`src/rtl/reg_wb_arbiter_if.sv`:
```
`default_nettype none
// ============================================================================
// Module   : reg_wb_arbiter_if
// Brief    : Result/issue/write-back bundle between execution units and the
//            register-file write-back arbiter.
// Revision : 1.0
// ============================================================================
interface reg_wb_arbiter_if #(
    parameter int DATA_WIDTH = 64,
    parameter int FIFO_DEPTH = 4
);
    localparam int c_CNT_W = $clog2(FIFO_DEPTH) + 1;

    logic                  ALU_VALID;
    logic                  ALU_READY;
    logic [4:0]            ALU_RD;
    logic [DATA_WIDTH-1:0] ALU_DATA;
    logic                  MEM_VALID;
    logic                  MEM_READY;
    logic [4:0]            MEM_RD;
    logic [DATA_WIDTH-1:0] MEM_DATA;
    logic                  ISSUE_VALID;
    logic [4:0]            ISSUE_RD;
    logic [31:0]           BUSY_MASK;
    logic                  WRITE_ENABLE;
    logic [4:0]            WRITE_ADDRESS;
    logic [DATA_WIDTH-1:0] WRITE_DATA;
    logic [c_CNT_W-1:0]    FIFO_COUNT;

    modport master (
        output ALU_VALID, ALU_RD, ALU_DATA,
        output MEM_VALID, MEM_RD, MEM_DATA,
        output ISSUE_VALID, ISSUE_RD,
        input  ALU_READY, MEM_READY, BUSY_MASK,
        input  WRITE_ENABLE, WRITE_ADDRESS, WRITE_DATA, FIFO_COUNT
    );

    modport slave (
        input  ALU_VALID, ALU_RD, ALU_DATA,
        input  MEM_VALID, MEM_RD, MEM_DATA,
        input  ISSUE_VALID, ISSUE_RD,
        output ALU_READY, MEM_READY, BUSY_MASK,
        output WRITE_ENABLE, WRITE_ADDRESS, WRITE_DATA, FIFO_COUNT
    );
endinterface
`default_nettype wire

```
`src/rtl/reg_wb_arbiter.sv`:
```
`default_nettype none
// ============================================================================
// Module   : reg_wb_arbiter
// Brief    : Single-port register write-back arbiter: ALU results win, long-
//            latency results queue in a FIFO, plus a pending-write scoreboard.
// Revision : 1.0
// ============================================================================
module reg_wb_arbiter #(
    parameter int DATA_WIDTH = 64,
    parameter int FIFO_DEPTH = 4
) (
    input  wire logic          CLOCK,
    input  wire logic          RESET,
    reg_wb_arbiter_if.slave    bus
);
    localparam int c_PTR_W = $clog2(FIFO_DEPTH);
    localparam int c_CNT_W = c_PTR_W + 1;
    localparam logic [c_CNT_W-1:0] c_FULL = c_CNT_W'(FIFO_DEPTH);

    logic [4:0]            r_q_rd   [FIFO_DEPTH];
    logic [DATA_WIDTH-1:0] r_q_data [FIFO_DEPTH];
    logic [c_PTR_W-1:0]    r_wr_ptr;
    logic [c_PTR_W-1:0]    r_rd_ptr;
    logic [c_CNT_W-1:0]    r_count;
    logic [31:0]           r_busy;
    logic                  r_we;
    logic [4:0]            r_wa;
    logic [DATA_WIDTH-1:0] r_wd;

    logic                  w_ready;
    logic                  w_alu_acc;
    logic                  w_push;
    logic                  w_pop;
    logic                  w_wr_en;
    logic [4:0]            w_sel_rd;
    logic [DATA_WIDTH-1:0] w_sel_data;
    logic [31:0]           w_set;
    logic [31:0]           w_clr;
    logic [31:0]           w_busy_next;

    // A full queue stalls the ALU too, so the head is guaranteed a slot.
    always_comb begin
        w_ready    = !RESET && (r_count != c_FULL);
        w_alu_acc  = bus.ALU_VALID && w_ready;
        w_push     = bus.MEM_VALID && w_ready && (bus.MEM_RD != 5'd0);
        w_pop      = !w_alu_acc && (r_count != '0);
        w_sel_rd   = 5'd0;
        w_sel_data = '0;
        if (w_alu_acc) begin
            w_sel_rd   = bus.ALU_RD;
            w_sel_data = bus.ALU_DATA;
        end else if (w_pop) begin
            w_sel_rd   = r_q_rd[r_rd_ptr];
            w_sel_data = r_q_data[r_rd_ptr];
        end
        w_wr_en = (w_alu_acc || w_pop) && (w_sel_rd != 5'd0);
    end

    always_comb begin
        w_set       = '0;
        w_clr       = '0;
        if (bus.ISSUE_VALID && (bus.ISSUE_RD != 5'd0)) begin
            w_set = 32'd1 << bus.ISSUE_RD;
        end
        if (w_wr_en) begin
            w_clr = 32'd1 << w_sel_rd;
        end
        // Set is applied after clear so a same-edge reissue keeps the bit.
        w_busy_next = ((r_busy & ~w_clr) | w_set) & ~32'd1;
    end

    always_ff @(posedge CLOCK) begin
        if (w_push) begin
            r_q_rd[r_wr_ptr]   <= bus.MEM_RD;
            r_q_data[r_wr_ptr] <= bus.MEM_DATA;
        end
    end

    always_ff @(posedge CLOCK) begin
        if (RESET) begin
            r_wr_ptr <= '0;
            r_rd_ptr <= '0;
            r_count  <= '0;
            r_busy   <= '0;
            r_we     <= 1'b0;
            r_wa     <= 5'd0;
            r_wd     <= '0;
        end else begin
            if (w_push) begin
                r_wr_ptr <= r_wr_ptr + c_PTR_W'(1);
            end
            if (w_pop) begin
                r_rd_ptr <= r_rd_ptr + c_PTR_W'(1);
            end
            case ({w_push, w_pop})
                2'b10:   r_count <= r_count + c_CNT_W'(1);
                2'b01:   r_count <= r_count - c_CNT_W'(1);
                default: r_count <= r_count;
            endcase
            r_busy <= w_busy_next;
            r_we   <= w_wr_en;
            if (w_wr_en) begin
                r_wa <= w_sel_rd;
                r_wd <= w_sel_data;
            end
        end
    end

    assign bus.ALU_READY     = w_ready;
    assign bus.MEM_READY     = w_ready;
    assign bus.BUSY_MASK     = r_busy;
    assign bus.WRITE_ENABLE  = r_we;
    assign bus.WRITE_ADDRESS = r_wa;
    assign bus.WRITE_DATA    = r_wd;
    assign bus.FIFO_COUNT    = r_count;

endmodule
`default_nettype wire

```
`src/flat_wrapper.sv`:
```
// flat-port wrapper written by rule: the top's interface ports become plain ports
module reg_wb_arbiter_flat 
#(
    parameter int DATA_WIDTH = 64,
    parameter int FIFO_DEPTH = 4
)
  (CLOCK, RESET, bus_ALU_VALID, bus_ALU_RD, bus_ALU_DATA, bus_MEM_VALID, bus_MEM_RD, bus_MEM_DATA, bus_ISSUE_VALID, bus_ISSUE_RD, bus_ALU_READY, bus_MEM_READY, bus_BUSY_MASK, bus_WRITE_ENABLE, bus_WRITE_ADDRESS, bus_WRITE_DATA, bus_FIFO_COUNT);
  reg_wb_arbiter_if #(.DATA_WIDTH(DATA_WIDTH), .FIFO_DEPTH(FIFO_DEPTH)) bus_i ();
  input  wire logic CLOCK;
  input  wire logic RESET;
  input wire logic [$bits(bus_i.ALU_VALID)-1:0] bus_ALU_VALID;
  input wire logic [$bits(bus_i.ALU_RD)-1:0] bus_ALU_RD;
  input wire logic [$bits(bus_i.ALU_DATA)-1:0] bus_ALU_DATA;
  input wire logic [$bits(bus_i.MEM_VALID)-1:0] bus_MEM_VALID;
  input wire logic [$bits(bus_i.MEM_RD)-1:0] bus_MEM_RD;
  input wire logic [$bits(bus_i.MEM_DATA)-1:0] bus_MEM_DATA;
  input wire logic [$bits(bus_i.ISSUE_VALID)-1:0] bus_ISSUE_VALID;
  input wire logic [$bits(bus_i.ISSUE_RD)-1:0] bus_ISSUE_RD;
  output wire logic [$bits(bus_i.ALU_READY)-1:0] bus_ALU_READY;
  output wire logic [$bits(bus_i.MEM_READY)-1:0] bus_MEM_READY;
  output wire logic [$bits(bus_i.BUSY_MASK)-1:0] bus_BUSY_MASK;
  output wire logic [$bits(bus_i.WRITE_ENABLE)-1:0] bus_WRITE_ENABLE;
  output wire logic [$bits(bus_i.WRITE_ADDRESS)-1:0] bus_WRITE_ADDRESS;
  output wire logic [$bits(bus_i.WRITE_DATA)-1:0] bus_WRITE_DATA;
  output wire logic [$bits(bus_i.FIFO_COUNT)-1:0] bus_FIFO_COUNT;
  assign bus_i.ALU_VALID = bus_ALU_VALID;
  assign bus_i.ALU_RD = bus_ALU_RD;
  assign bus_i.ALU_DATA = bus_ALU_DATA;
  assign bus_i.MEM_VALID = bus_MEM_VALID;
  assign bus_i.MEM_RD = bus_MEM_RD;
  assign bus_i.MEM_DATA = bus_MEM_DATA;
  assign bus_i.ISSUE_VALID = bus_ISSUE_VALID;
  assign bus_i.ISSUE_RD = bus_ISSUE_RD;
  assign bus_ALU_READY = bus_i.ALU_READY;
  assign bus_MEM_READY = bus_i.MEM_READY;
  assign bus_BUSY_MASK = bus_i.BUSY_MASK;
  assign bus_WRITE_ENABLE = bus_i.WRITE_ENABLE;
  assign bus_WRITE_ADDRESS = bus_i.WRITE_ADDRESS;
  assign bus_WRITE_DATA = bus_i.WRITE_DATA;
  assign bus_FIFO_COUNT = bus_i.FIFO_COUNT;
  reg_wb_arbiter #(.DATA_WIDTH(DATA_WIDTH), .FIFO_DEPTH(FIFO_DEPTH)) u_core (.CLOCK(CLOCK), .RESET(RESET), .bus(bus_i));
endmodule
```
`config.mk`:
```
export PLATFORM = sky130hd
export DESIGN_NAME = reg_wb_arbiter_flat
export DESIGN_NICKNAME = d
export VERILOG_FILES = /design/src/rtl/reg_wb_arbiter_if.sv /design/src/rtl/reg_wb_arbiter.sv /design/src/flat_wrapper.sv
export SDC_FILE = /design/constraint.sdc
export NUM_CORES = 1
export LEC_CHECK = 0
export BUFFER_PORTS_ARGS = -buffer_cell sky130_fd_sc_hd__buf_4
export CELL_PAD_IN_SITES_DETAIL_PLACEMENT = 1
export CELL_PAD_IN_SITES_GLOBAL_PLACEMENT = 2
export CORE_MARGIN = 2
export CORE_UTILIZATION = 40
export CTS_CLUSTER_SIZE = 14
export DETAILED_ROUTE_END_ITERATION = 12
export GPL_TIMING_DRIVEN = 0
export HOLD_SLACK_MARGIN = 0.03
export PLACE_DENSITY_LB_ADDON = 0.12
export SLEW_MARGIN = 0
export SYNTH_ARGS = -nofsm -noshare
export SYNTH_HDL_FRONTEND = slang
export SYNTH_SLANG_ARGS = --single-unit
```
`constraint.sdc`:
```
create_clock -name CLOCK -period 4.24 [get_ports CLOCK]
set_clock_uncertainty 0.1 [all_clocks]
set_input_delay 0.848 -clock CLOCK [delete_from_list [all_inputs] [get_ports CLOCK]]
set_output_delay 0.848 -clock CLOCK [all_outputs]
set_load 0.01 [all_outputs]
```
# [Word-level counts from Yosys, hierarchy flattened]
# Memory sizes are Yosys's and may differ from the RTL's. A register that Yosys moved wholly into a read port is not among the register bits.
# Cells that the tools add are included.
[word_totals] regBits=109 ram_bits=276 input_bits=148 out_inout_bits=107 word_cells=50 memories=2
[classes] n_addsub=4 n_eq_ne=3 shifts=2 muxes=13 bitwise=3 reduce_logical=15
[memory_table] memory="u_core.r_q_data" words=4 width=64 read_ports=1 rd_clocked_by_memory_dff=1 write_ports=1 line_no="reg_wb_arbiter.sv:21" rtl="logic [DATA_WIDTH-1:0] r_q_data [FIFO_DEPTH];"
[memory_table] memory="u_core.r_q_rd" words=4 width=5 read_ports=1 rd_clocked_by_memory_dff=1 write_ports=1 line_no="reg_wb_arbiter.sv:20" rtl="logic [4:0] r_q_rd [FIFO_DEPTH];"
[ops] op="64-bit 2-to-1 mux" count=2
[ops] op="32-bit 2-to-1 mux" count=2
[ops] op="1-bit by 5-bit << shifter with 32-bit output (first input constant)" count=2
[ops] op="32-bit AND" count=1
[ops] op="32-bit NOT" count=1
[ops] op="32-bit OR" count=1
[ops] op="5-bit nonzero test" count=3
[ops] op="5-bit 2-to-1 mux" count=2
[ops] op="2-bit 2-to-1 mux" count=4
[ops] op="1-bit logical AND" count=7
[ops] op="3-bit case mux with 2 select lines" count=1
[ops] op="2-bit by 1-bit adder with 2-bit output (second input constant)" count=2
[ops] op="3-bit by 1-bit adder with 3-bit output (second input constant)" count=1
[ops] op="3-bit != test (second input constant)" count=1
[ops] op="3-bit nonzero test" count=1
[ops] op="3-bit by 1-bit subtractor with 3-bit output (second input constant)" count=1
[ops] op="2-bit by 1-bit equality test with 1-bit output (second input constant)" count=1
[ops] op="2-bit equality test (second input constant)" count=1
[ops] op="1-bit zero test" count=2
[ops] op="1-bit 2-to-1 mux" count=2
[ops] op="2-bit nonzero test" count=1
[ops] op="1-bit logical OR" count=1

# [Longest topological paths before layout]
[depth] word_depth=13 ltp_mapped=10 ltp_nobuf=10

# [Worst setup path after synthesis]
# Ideal clock, no wire load.
[synth_path] path_kind="in2reg" from="input port RESET" to="memory u_core.r_q_data[0][0], enable pin" setup_time_ps=435 arrival_ps=3137 required_time_ps=3705 path_slack_ps=568 cell_stages=3 path_buffers=0 path_cell_list="a21oi_1 -> o311a_1 -> and2_1"
[synth_between] elab_chain_len=6
[synth_rtl] element="from (decl)" line_no="flat_wrapper.sv:10" rtl="input wire logic RESET;"
[synth_rtl] element="1-bit zero test" line_no="reg_wb_arbiter.sv:43" rtl="w_ready = !RESET && (r_count != c_FULL);"
[synth_rtl] element="1-bit logical AND" line_no="reg_wb_arbiter.sv:43"
[synth_rtl] element="1-bit logical AND (2 in series)" line_no="reg_wb_arbiter.sv:45" rtl="w_push = bus.MEM_VALID && w_ready && (bus.MEM_RD != 5'd0);"
[synth_rtl] element="1-bit 2-to-1 mux" line_no="reg_wb_arbiter.sv:73" rtl="if (w_push) begin"
[synth_rtl] element="1-bit 2-to-1 mux (not written as such)" line_no="reg_wb_arbiter.sv:75" rtl="r_q_data[r_wr_ptr] <= bus.MEM_DATA;"
[synth_rtl] element="to (decl)" line_no="reg_wb_arbiter.sv:21"
# Every way passes these cells.

# [Worst setup path in the final report]
[layout_path] from="register u_core.r_count[0] (netlist: u_core.bus.FIFO_COUNT[0])" to="register u_core.r_count[2] (netlist: u_core.bus.FIFO_COUNT[2])"
[layout_between] elab_chain_len=7 word_cells_on_any_way=14 cone_classes="add/sub: 2; eq/ne: 3; mux: 1; reduce/logical: 8"
[layout_rtl] element="from (decl)" line_no="reg_wb_arbiter.sv:24" rtl="logic [c_CNT_W-1:0] r_count;"
[layout_rtl] element="from (signal assigned)" line_no="reg_wb_arbiter.sv:96" rtl="2'b10: r_count <= r_count + c_CNT_W'(1);"
[layout_rtl] element="from (signal assigned)" line_no="reg_wb_arbiter.sv:97" rtl="2'b01: r_count <= r_count - c_CNT_W'(1);"
[layout_rtl] element="from (signal assigned)" line_no="reg_wb_arbiter.sv:98" rtl="default: r_count <= r_count;"
[layout_rtl] element="3-bit != test" line_no="reg_wb_arbiter.sv:43"
[layout_rtl] element="1-bit logical AND" line_no="reg_wb_arbiter.sv:43"
[layout_rtl] element="1-bit logical AND" line_no="reg_wb_arbiter.sv:44" rtl="w_alu_acc = bus.ALU_VALID && w_ready;"
[layout_rtl] element="1-bit zero test" line_no="reg_wb_arbiter.sv:46" rtl="w_pop = !w_alu_acc && (r_count != '0);"
[layout_rtl] element="1-bit logical AND *" line_no="reg_wb_arbiter.sv:46"
[layout_rtl] element="named net u_core.w_pop" line_no="reg_wb_arbiter.sv:33" rtl="logic w_pop;"
[layout_rtl] element="2-bit by 1-bit equality test with 1-bit output or 2-bit equality test (tied branches)" line_no="reg_wb_arbiter.sv:95" rtl="case ({w_push, w_pop})"
[layout_rtl] element="3-bit case mux with 2 select lines or 2-bit nonzero test (tied branches)"
# The timed path passes the listed nets; every way through them passes the cells marked *.
# A chain may end at the register's enable or synchronous reset.

==> key figures <==
Status
  • Outcome: finished, final reports clean

Synthesis
  • Seq/Total Area, Yosys: 0.675
  • Post-synthesis cell count: 1,025
  • Synth warn: 0
  • Top area cells in the synthesized netlist: edfxtp_1 53%, dfxtp_1 14%, mux4_2 10%
  • Unique masters post-synth: between 40 and 50
  • Syn_nets: 1,179
  • Area of the mapped netlist: 15,500 µm²
  • FF+latch count, synth: between 300 and 400
  • Synth top area share: 0.533
  • Avg Cell Area, Syn: 15.2 µm²
  • Area leader, netlist: edfxtp_1

STA
  • Final Cycle Share: 0.904
  • Setup violators final: 0
  • Final worst setup slack: ~0.4 ns
  • RSZ-0062 raised after global routing: no
  • Hold Vio Cnt, Final: 0
  • Period minus WS final: 3.83 ns
  • F_max: 0.261 GHz
  • Hold Slack: about 0.38 ns
  • Fin Setup TNS: 0 ns
  • Slew margin rel.: 0.148
  • Slew @ Worst Pin: 1.28 ns
  • Final Slew Violations: 0

Global route
  • All-Layer GR Usage: 0.228
  • GRT Residual Overflow: 0
  • Initial antenna violation count: 4
  • Number of global-route vias before repair: 11,000
  • Largest net degree at the start of global routing: 45
  • First-pass GRT wire length: between 60 and 70 mm

Clock tree
  • CTS tree: done
  • Setup bufs post-CTS: 0
  • Cts hold-fix bufs: 0
  • H-tree depth: 2
  • Clk_lat worst skew: 0.56 ns
  • TritonCTS sink count: 386
  • # resized after CTS: 0
  • Reg clk slew, reported paths: 0.06 ns
  • Max Buffers Root-to-Sink: 3
  • Clk root buf: clkbuf_16
  • CTS Buf Count: 42

Drt
  • M1 wire length: between 15 and 20 mm
  • Vias post-DR: 10,400
  • Starting DRC count in detailed routing: 579
  • Routed Wire Length: roughly 46 mm
  • Vias/cell: 5.52
  • DRC: 0
  • Detail Route Antenna Nets: 0
  • Routed WL per cell: 24.4 µm
  • Met3 wire len: 2.83 mm
  • Pre-antenna DRT Iters: 5
  • DR WL met2: 22.3 mm
  • DR top layer: met4

Final layout
  • Nets@finish: 1,477
  • Fill count: ~3,800
  • Non-Filler Instances: around 1,900
  • Layout cell share with drive strength beyond 1: 0.320
  • Layout area overhead: 25.9%
  • Fin area: 19,600 µm²

Job
  • # Max-Cap Violations: 0

Floorplanning
  • I/O pin cnt: about 260
  • Row count: 72
  • Total die area: 40,400 µm²
  • Initial core utilization: 0.404
  • Chip height: 201 µm
  • Die W: between 200 and 250 µm
  • Core region area: ~38,000 µm²

Hold path
  • Worst Hold Class: flop to flop

Worst setup path
  • Setup CP Type: flop to flop
  • Worst Path Required: between 4 and 5 ns
  • CP Max Fanout: 10
  • Worst setup EP type: flop
  • WP data arrival: between 4 and 5 ns
  • CP Launch Type: flop

Power
  • Max VDD drop: 433 µV
  • Power Dens Cells: 676 nW/µm²
  • Leak: 6.86 nW

Placed design
  • Gpl congestion: roughly 0.8
  • Place WS: 0.0127 ns
  • Port Buf Inserts: 250
  • Post-DP HPWL: 31.2 mm
  • Dpl cell area: 18,200 µm²
  • Dpl cells: approximately 1,800
-- cell usage after synthesis, drive strengths merged --
library cell	n
a31oi	66
nor3	94
clkbuf	61
o21ai	29
o21a	1
a21oi	36
conb	1
nand3	4
or3b	3
a22oi	4
o2bb2ai	1
or4b	1
nand3b	5
o311a	1
nand2	5
edfxtp	276
a22o	68
or3	4
a211oi	1
nor4b	1
nor2	40
dfxtp	110
inv	8
or4	2
nand2b	2
and2	5
a2bb2oi	2
nor2b	1
mux4	69
xnor2	2
o211ai	1
fa	1
ha	5
o31ai	4
xor2	3
buf	34
nor4	71
a41oi	3
-- final timing paths --
path | from | endpoint | slack, ns | cells past startpoint
worst min register to register | u_core.bus.WRITE_ADDRESS[4] | u_core.bus.WRITE_ADDRESS[4] | 0.38 | 2
worst max register to register | u_core.bus.FIFO_COUNT[0] | u_core.bus.FIFO_COUNT[2] | 0.41 | 10
worst min-delay path | u_core.bus.WRITE_ADDRESS[4] | u_core.bus.WRITE_ADDRESS[4] | 0.38 | 2
worst max-delay path | u_core.bus.FIFO_COUNT[0] | u_core.bus.FIFO_COUNT[2] | 0.41 | 10
-- layout make-up --
type | instances | area [µm²] | share of cell area
well taps | 518 | 648 | 0.0331
repair buffers | 254 | 1990 | 0.102
diodes | 4 | 10.0 | 0.000512
clock buffers | 58 | 1150 | 0.0589
inverters | 8 | 30.0 | 0.00154
multi-input cells | 536 | 4560 | 0.233
flip-flops and latches | 386 | 10500 | 0.536
plain buffers | 95 | 470 | 0.0241
clock inverters | 18 | 215 | 0.0110
-- state kept, by name (all words and copies together), names as in the netlist, named ones only --
register / flops
u_core.bus.WRITE_DATA: 64
u_core.r_wr_ptr: 2
u_core.bus.WRITE_ADDRESS: 5
u_core.bus.BUSY_MASK: 31
u_core.r_rd_ptr: 2
u_core.bus.FIFO_COUNT: 3
u_core.bus.WRITE_ENABLE: 1
u_core.r_q_data: 256
u_core.r_q_rd: 20
-- layer usage --
metal  global-route usage  vias to the layer above
li1                     -                     4770
met1                0.300                     5271
met2                0.374                      264
met3               0.0534                       58
met4               0.0722                        0
met5                    0                        -
-- through the flow --
stage | utilization | power [mW]
2_1_floorplan | - | 7.87
3_3_place_gp | 0.470 | 9.58
3_5_place_dp | 0.473 | 9.66
4_1_cts | 0.508 | 13.4
5_1_grt | 0.508 | 13.9
6_report | 0.508 | 13.2
-- placed cells by master, fill, tap and decap left out, types with 6 or more instances in the layout --
cell / instances
buf_2: 13
nor4_2: 7
mux4_2: 69
buf_6: 12
edfxtp_1: 276
inv_1: 8
nor2_1: 40
nor3_2: 7
clkbuf_1: 74
a31oi_1: 66
a21oi_1: 36
nor3_1: 87
buf_4: 252
a22o_1: 68
o21ai_0: 29
dfxtp_1: 110
buf_1: 7
nor4_1: 64
clkinv_2: 6
clkbuf_16: 43
-- report_power, final --
part / total, mW / internal, mW / switching, mW
Sequential: 4.66 / 4.45 / 0.205
Combinational: 4.88 / 1.98 / 2.90
Clock: 3.69 / 2.20 / 1.49
Total: 13.2 / 8.63 / 4.60
-- cells by family after synthesis --
family	after synthesis	synth area share
compound gates	217	0.0967
flops	386	0.675
xor+xnor	5	0.00282
simple gates	238	0.0875
other cells	1	0.000241
buf+inv	103	0.0322
mux	69	0.100
fa+ha+maj	6	0.00531
-- worst max-delay path, cell delays in order (launching register included) --
cell and delay [ns]:
dfxtp_1 0.39, nor2_1 0.26, o21a_1 0.35, clkbuf_1 0.76, clkbuf_1 0.53, ha_1 0.28
inv_1 0.06, fa_1 0.37, xor2_1 0.16, or3_1 0.32, a21oi_1 0.15
(Power assumes the default switching activity.)
